**src/rtl/serial_sub_pkg.sv**
```systemverilog
// Shared types and constants for the bit-serial subtractor.
package serial_sub_pkg;

   typedef enum logic [1:0] {
      IDLE  = 2'd0,
      SHIFT = 2'd1,
      DONE  = 2'd2
   } sub_state_e;

   localparam int unsigned SUB_WIDTH_DEFAULT = 8;

endpackage : serial_sub_pkg

```
**src/rtl/FS.sv**
```systemverilog
// Combinational full-subtractor cell: d = a - b - b_in, with borrow out.
module FS (
   input  logic a,
   input  logic b,
   input  logic b_in,
   output logic d,
   output logic b_out
);

   assign d     = a ^ b ^ b_in;
   assign b_out = (~a & b) | (~(a ^ b) & b_in);

endmodule : FS

```
**src/rtl/serial_subtractor.sv**
```systemverilog
// Bit-serial subtractor (a - b - b_in), LSB first, one FS cell plus a borrow flop.
// Optional signed-overflow output enabled by defining SERIAL_SUB_OVF_EN.
module serial_subtractor
   import serial_sub_pkg::*;
#(
   parameter int unsigned WIDTH = SUB_WIDTH_DEFAULT
) (
   input  logic             clk,
   input  logic             rst_n,
   input  logic             in_valid,
   output logic             in_ready,
   input  logic [WIDTH-1:0] a,
   input  logic [WIDTH-1:0] b,
   input  logic             b_in,
   output logic             out_valid,
   input  logic             out_ready,
   output logic [WIDTH-1:0] diff,
   output logic             b_out
`ifdef SERIAL_SUB_OVF_EN
  ,output logic             ovf
`endif
);

   localparam int unsigned CW = (WIDTH > 1) ? $clog2(WIDTH) : 1;

   sub_state_e       state_q, state_d;
   logic [WIDTH-1:0] a_q, a_d;
   logic [WIDTH-1:0] b_q, b_d;
   logic [WIDTH-1:0] res_q, res_d;
   logic [CW-1:0]    cnt_q, cnt_d;
   logic             br_q, br_d;
   logic             in_ready_q;
   logic             out_valid_q;
   logic             fs_d;
   logic             fs_bout;
`ifdef SERIAL_SUB_OVF_EN
   logic             ovf_q, ovf_d;
`endif

   FS u_fs (
      .a     (a_q[0]),
      .b     (b_q[0]),
      .b_in  (br_q),
      .d     (fs_d),
      .b_out (fs_bout)
   );

   // Next-state and datapath updates
   always_comb begin
      state_d = state_q;
      a_d     = a_q;
      b_d     = b_q;
      res_d   = res_q;
      cnt_d   = cnt_q;
      br_d    = br_q;
`ifdef SERIAL_SUB_OVF_EN
      ovf_d   = ovf_q;
`endif
      unique case (state_q)
         IDLE: begin
            if (in_ready_q && in_valid) begin
               a_d     = a;
               b_d     = b;
               br_d    = b_in;
               cnt_d   = '0;
               state_d = SHIFT;
            end
         end
         SHIFT: begin
            a_d   = a_q >> 1;
            b_d   = b_q >> 1;
            res_d = (res_q >> 1) | (WIDTH'(fs_d) << (WIDTH - 1));
            br_d  = fs_bout;
            cnt_d = cnt_q + CW'(1);
            if (cnt_q == CW'(WIDTH - 1)) begin
               state_d = DONE;
`ifdef SERIAL_SUB_OVF_EN
               // borrow into the MSB step xor borrow out of it
               ovf_d   = br_q ^ fs_bout;
`endif
            end
         end
         DONE: begin
            if (out_ready) begin
               state_d = IDLE;
            end
         end
         default: state_d = IDLE;
      endcase
   end

   // Handshake flags are registered from the next state so reset holds in_ready low
   always_ff @(posedge clk or negedge rst_n) begin
      if (!rst_n) begin
         state_q     <= IDLE;
         a_q         <= '0;
         b_q         <= '0;
         res_q       <= '0;
         cnt_q       <= '0;
         br_q        <= 1'b0;
         in_ready_q  <= 1'b0;
         out_valid_q <= 1'b0;
`ifdef SERIAL_SUB_OVF_EN
         ovf_q       <= 1'b0;
`endif
      end else begin
         state_q     <= state_d;
         a_q         <= a_d;
         b_q         <= b_d;
         res_q       <= res_d;
         cnt_q       <= cnt_d;
         br_q        <= br_d;
         in_ready_q  <= (state_d == IDLE);
         out_valid_q <= (state_d == DONE);
`ifdef SERIAL_SUB_OVF_EN
         ovf_q       <= ovf_d;
`endif
      end
   end

   assign in_ready  = in_ready_q;
   assign out_valid = out_valid_q;
   assign diff      = res_q;
   assign b_out     = br_q;
`ifdef SERIAL_SUB_OVF_EN
   assign ovf       = ovf_q;
`endif

endmodule : serial_subtractor

```
**config.mk**
```make
export PLATFORM = sky130hd
export DESIGN_NAME = serial_subtractor
export DESIGN_NICKNAME = d
export VERILOG_FILES = /design/src/rtl/serial_sub_pkg.sv /design/src/rtl/FS.sv /design/src/rtl/serial_subtractor.sv
export SDC_FILE = /design/constraint.sdc
export NUM_CORES = 1
export LEC_CHECK = 0
export BUFFER_PORTS_ARGS = -buffer_cell sky130_fd_sc_hd__buf_2
export CAP_MARGIN = 20
export CORE_MARGIN = 10
export CORE_UTILIZATION = 30
export DETAILED_ROUTE_END_ITERATION = 12
export HOLD_SLACK_MARGIN = 0.08
export PLACE_DENSITY = 0.54
export SLEW_MARGIN = 40
export SYNTH_ARGS = -nofsm -noshare
export SYNTH_HDL_FRONTEND = slang
export SYNTH_SLANG_ARGS = --single-unit
```
**constraint.sdc**
```tcl
create_clock -name clk -period 1.91 [get_ports clk]
set_clock_uncertainty 0.15 [all_clocks]
set_input_delay 0.382 -clock clk [delete_from_list [all_inputs] [get_ports clk]]
set_output_delay 0.382 -clock clk [all_outputs]
set_load 0.02 [all_outputs]
```
* Yosys cells after proc, flatten, opt, wreduce, memory -nomap -nowiden
Index checks and enable logic that the tools add are counted.
** Operators by class
- Mux-type cells :: 12
- Add/subtract/negate cells :: 1
- Reductions and logical operators :: 5
- Bitwise logic cells :: 8
- Equal/unequal tests :: 5
** Operators by type and width (count)
- one-hot mux 8 bit (2 select lines) :: 2
- two-way mux 8 bit :: 2
- bitwise OR 7 x 8 -> 8 bit :: 1
- two-way mux 2 bit :: 3
- one-hot mux 2 bit (3 select lines) :: 1
- one-hot mux 3 bit (2 select lines) :: 1
- equality test 2 bit (second input constant) :: 2
- zero test 2 bit :: 2
- adder 3 x 1 -> 3 bit (second input constant) :: 1
- equality test 3 bit (second input constant) :: 1
- two-way mux 3 bit :: 1
- AND 1 bit :: 2
- equality test 2 x 1 -> 1 bit (second input constant) :: 1
- inequality test 2 bit (second input constant) :: 1
- inverter 1 bit :: 2
- one-hot mux 1 bit (2 select lines) :: 1
- AND reduction 2 bit :: 1
- nonzero test 2 bit :: 1
- XOR 1 bit :: 2
- logical AND 1 bit :: 1
- two-way mux 1 bit :: 1
- bitwise OR 1 bit :: 1
** Word-level totals
- Word-level logic and storage cells :: 39
- Output and inout port bits :: 11
- Input port bits :: 21
- Flip-flop bits (word level) :: 32

* Longest topological paths before layout
- Depth after elaboration :: 5
- Mapped depth :: 6
- Depth with buffers taken out :: 4

* By module
A second synthesis with hierarchy kept.
** Unflattened totals
- Cell total of the unflattened synthesis :: 125
- Area, all modules :: 1448.9 µm²
** Modules (own cells, without submodules)
- serial_subtractor :: area an instance 1417.6 µm², seq. area each 800.8 µm², times used 1, cells an instance 121
- FS :: area an instance 31.3 µm², seq. area each 0.0 µm², times used 1, cells an instance 4

* Worst setup path before layout
Ideal clock, no wire load.
- Path kind :: register to register
- From :: register in_ready_q (netlist: in_ready)
- To :: register br_q (netlist: b_out)
- Setup time :: 0.137 ns
- Required time :: 1.623 ns
- Period minus slack after synthesis :: 1.434 ns
- Arrival :: 1.147 ns
- Cell stages (with the launch flop) :: 6
- Path buffers :: 2
- Path slack :: 0.476 ns
- Path through :: dfrtp_1 -> and2_1 -> buf_2 -> buf_2 -> o22ai_1 -> a21oi_1
** On the way
- Longest elaborated chain between the ends :: 3
** Ends and longest elaborated chain
- start, declared :: RTL line serial_subtractor.sv:32 : logic in_ready_q;
- start signal, assigned :: RTL line serial_subtractor.sv:113 : in_ready_q <= (state_d == IDLE);
- logical AND 1 bit :: RTL line serial_subtractor.sv:61 : if (in_ready_q && in_valid) begin
- inequality test 2 bit (no source line)
- AND reduction 2 bit (no source line)
- end signal, assigned :: RTL line serial_subtractor.sv:112 : br_q <= br_d;
- end, declared :: RTL line serial_subtractor.sv:31 : logic br_q, br_d;
Every way passes these cells.
A chain may end at the register's enable or synchronous reset.

* Worst setup path after layout
- From :: register in_ready_q (netlist: in_ready)
- To :: register cnt_q[2]
** On the way
- Longest elaborated chain between the ends :: 3
** Ends and longest elaborated chain
- logical AND 1 bit :: RTL line serial_subtractor.sv:61
- inequality test 2 bit (no source line)
- AND reduction 2 bit (no source line)
- end signal, assigned :: RTL line serial_subtractor.sv:111 : cnt_q <= cnt_d;
- end, declared :: RTL line serial_subtractor.sv:30 : logic [CW-1:0] cnt_q, cnt_d;
Every way passes these cells.

==> flow_summary_export.csv <==
group,metric,value,unit
route,drt_pass1_iterations,4,
cells_and_area,layout.nets,180,
die,placementRows,25,
synth,synth_seq_area_share,55.70,%
synth,synth_top_cell_area_share,55.70,%
pwr,leakagePower,0.7721,nW
route,drt_drc_violations_left,0,
sta,hold_viol,0,
synth,ys_top_cells_by_area,"sky130_fd_sc_hd__dfrtp_1 (56%), sky130_fd_sc_hd__o22ai_1 (13%), sky130_fd_sc_hd__a21oi_1 (5.2%), sky130_fd_sc_hd__mux2_2 (3.9%), sky130_fd_sc_hd__mux2_4 (3.1%)",
die,dieHeight,89.23,um
run_status,status,"complete, no violations",
pwr,p_sw,1.242,mW
die,floorplan.initialDensity,30.64,%
synth,postSynthRegisterBits,32,
die,pin_count,32,
synth,synth-warning-count,0,
global_routing,grt_pass1_vias,1143,
route,num_vias,1106,
setup_path,setup.worst_path.start,"in_ready",
global_routing,maximum_number_of_pins_on_one_net_before_global_route_repair,33,
route,dr.first_iter.drc_count,85,
synth,synth_common_cells,"sky130_fd_sc_hd__dfrtp_1 (32), sky130_fd_sc_hd__o22ai_1 (29), sky130_fd_sc_hd__a21oi_1 (15)",
flow_run,max_cap_viol_count,0,
cts,clock-root-buffer,"sky130_fd_sc_hd__clkbuf_8",
synth,synth.lib_cells_used.distinct,26,
worst_hold_path,hold_path.class,"primary input to flip-flop",
cells_and_area,finish.utilization,36.19,%
synth,yosys.area.top_type,"sky130_fd_sc_hd__dfrtp_1",
global_routing,wire_length_of_the_first_global_routing_pass,5.471,mm
synth,post_synth.cell_area_avg,11.59,um^2
global_routing,global_route.usage.total,8.895,%
synth,most_used_standard_cell_by_instance_count_after_synthesis,"sky130_fd_sc_hd__dfrtp_1",
cts,insertion_delay,0.28,ns
sta,clock.fmax,620.6,MHz
setup_path,worst_r2r_endpoint,"cnt_q[2]",
placed_design,dp.final_hpwl,2.470,mm
pwr,power_per_cell_area,1836,mW/mm^2
sta,period_needed,1.611,ns
pwr,combinational_group_share_of_total_power,43.9,%
setup_path,arrival,1.63,ns
sta,worst_pin_slew,0.7121,ns
sta,report.final.slew_viol_count,0,
setup_path,worstSetupEndpointType,"flip-flop",
setup_path,crit_type,"flip-flop to flip-flop",
placed_design,placement.io_buffers,31,
cells_and_area,ff_latch_area,800.8,um^2
synth,post_synth_inst_count,124,
sta,finish_stage_setup_viols,0,
cts,clock_sink_count,32,
synth,synth_area,0.001438,mm^2
route,post_drt_via_cell_ratio,5.267,
cells_and_area,layout.cell_area.non_filler,0.001698,mm^2
sta,tns,0,ns
global_routing,grt_overflow_total,0,
sta,grt_setup_unrepaired,"no",
cells_and_area,multiInputGateArea,560.5,um^2
cts,ctsResizeCount,0,
setup_path,reg2reg_from,"in_ready",
placed_design,placed_cell_area,0.001610,mm^2
global_routing,antenna_violations_before_repair,0,
synth,ys_dominant_reg_cell,"sky130_fd_sc_hd__dfrtp_1",
setup_path,setup.reg_to_reg.worst_slack,0.30,ns
cts,cts_tree,"done",
setup_path,cp_max_fo,16,
die,fp.coreArea,0.004692,mm^2
cells_and_area,fill_cells,468,
sta,slew_headroom,52.53,%
setup_path,reg2regPathDepth,3,
cts,htreeDepth,2,
setup_path,cp-start-kind,"flip-flop",
sta,layout_worst_path_cycle_share,84.36,%
pwr,design_power_total,3.117,mW
pwr,internal_power,1.875,mW
route,detail_route.wirelength,3.517,mm
setup_path,worstPathRequired,1.93,ns
placed_design,finalWeightedCongestion,0.7873,
die,die_area,0.007961,mm^2
pwr,seq_power_share,40.6,%
route,drt-wirelength-per-cell,16.75,um
cells_and_area,final_layout_size_suffix_gt1_share,31.41,%
synth,synthesis.nets,148,
pwr,power.share.clock,15.5,%
route,drt.antenna.violating_nets,0,
die,floorplan.die.width,89.23,um
cells_and_area,area_grow_syn2layout,18.10,%
synth,synth_async_sr_flop_share,100.0,%
cts,clockBufferDepth,2,
setup_path,setup.worst_path.end,"cnt_q[2]",
cells_and_area,num_antenna_cells,0,
cts,tritoncts.num_buffers,5,
cts,path_clk_slew,0.06,ns
pwr,power_switching_share,39.84,%
pwr,vdd.ir_drop.worst,0.3927,mV
synth,synth-edff-count,0,
-- area by class of cell --
cell class / count / area share (%)
clock buffers: 6 / 4.274
repair buffers: 34 / 10.61
flip-flops and latches: 32 / 47.16
well taps: 54 / 3.979
inverters: 3 / 0.6632
clock inverters: 1 / 0.2948
multi-input cells: 80 / 33.01
-- cell families (layout without fill, tap and decap cells) --
family	Yosys count	after routing	share of synthesized area [%]
mux	9	9	7.745
compound gates	55	55	22.98
buf+inv	12	44	5.309
simple gates	13	13	5.134
flops	32	32	55.70
fa+ha+maj	3	3	3.133
-- worst min-delay path by stage --
| stage | start | end | slack, ns | cells after the start |
|---|---|---|---|---|
| after floorplan | rst_n | a_q[0] | -0.06 | 0 |
| after global placement | rst_n | diff[0] | 0.31 | 1 |
| after detailed placement | rst_n | diff[0] | 0.33 | 1 |
| after CTS | out_ready | in_ready | 0.23 | 3 |
| after global routing | out_ready | in_ready | 0.23 | 3 |
| final | out_ready | in_ready | 0.22 | 3 |
-- flip-flops by register name (all words and copies together), names as in the netlist --
signal / cells
out_valid: 1
a_q: 8
state_q: 2
cnt_q: 3
diff: 8
in_ready: 1
b_q: 8
b_out: 1
-- metrics by stage --
step | hold WS [ns] | setup WS (ns) | std cells
floorplan | -0.06359 | 0.4760 | 124
global placement | 0.3076 | 0.2956 | 202
global route | 0.2336 | 0.1330 | 210
finish | 0.2222 | 0.2986 | 210
detailed placement | 0.3288 | 0.2300 | 202
CTS | 0.2270 | 0.3081 | 210
-- power groups by stage --
stage	clock, mW	combinational [mW]	sequential, mW
after CTS	0.495	1.39	1.26
after floorplan	0	0.989	1.34
final	0.484	1.37	1.26
after global placement	0	1.32	1.25
after detailed placement	0	1.38	1.27
after global routing	0.525	1.53	1.31
-- per-layer routing --
layer / up-vias / track usage, % / routed length [um]
met5: - / 0 / 0
met4: 0 / 4.480 / 92
met3: 9 / 2.917 / 269
met2: 30 / 14.79 / 1742
met1: 537 / 9.962 / 1412
li1: 530 / - / -
-- layout by cell type (no fill, tap or decap), types with 2 or more instances in the layout --
| cell | instances |
|---|---|
| sky130_fd_sc_hd__mux2_2 | 5 |
| sky130_fd_sc_hd__a21oi_1 | 15 |
| sky130_fd_sc_hd__ha_1 | 2 |
| sky130_fd_sc_hd__dfrtp_1 | 32 |
| sky130_fd_sc_hd__clkbuf_8 | 5 |
| sky130_fd_sc_hd__nor2_1 | 3 |
| sky130_fd_sc_hd__a21o_1 | 2 |
| sky130_fd_sc_hd__buf_4 | 2 |
| sky130_fd_sc_hd__a22o_1 | 2 |
| sky130_fd_sc_hd__inv_1 | 2 |
| sky130_fd_sc_hd__o21ai_0 | 4 |
| sky130_fd_sc_hd__buf_2 | 31 |
| sky130_fd_sc_hd__a22oi_1 | 2 |
| sky130_fd_sc_hd__nand2_1 | 4 |
| sky130_fd_sc_hd__o22ai_1 | 29 |
| sky130_fd_sc_hd__and2_1 | 2 |
| sky130_fd_sc_hd__mux2_4 | 3 |
-- worst max-delay path, stage by stage (launching register included) --
cell and delay [ns]:
sky130_fd_sc_hd__dfrtp_1 0.39, sky130_fd_sc_hd__and2_1 0.53, sky130_fd_sc_hd__o21ai_0 0.21, sky130_fd_sc_hd__a22o_1 0.22
-- timing repair --
action	4_1_cts	5_1_grt
endpoints found under the hold margin	32	0
setup buffers	0	0
hold buffers	1	0
Power figures use the tool's default switching activity.
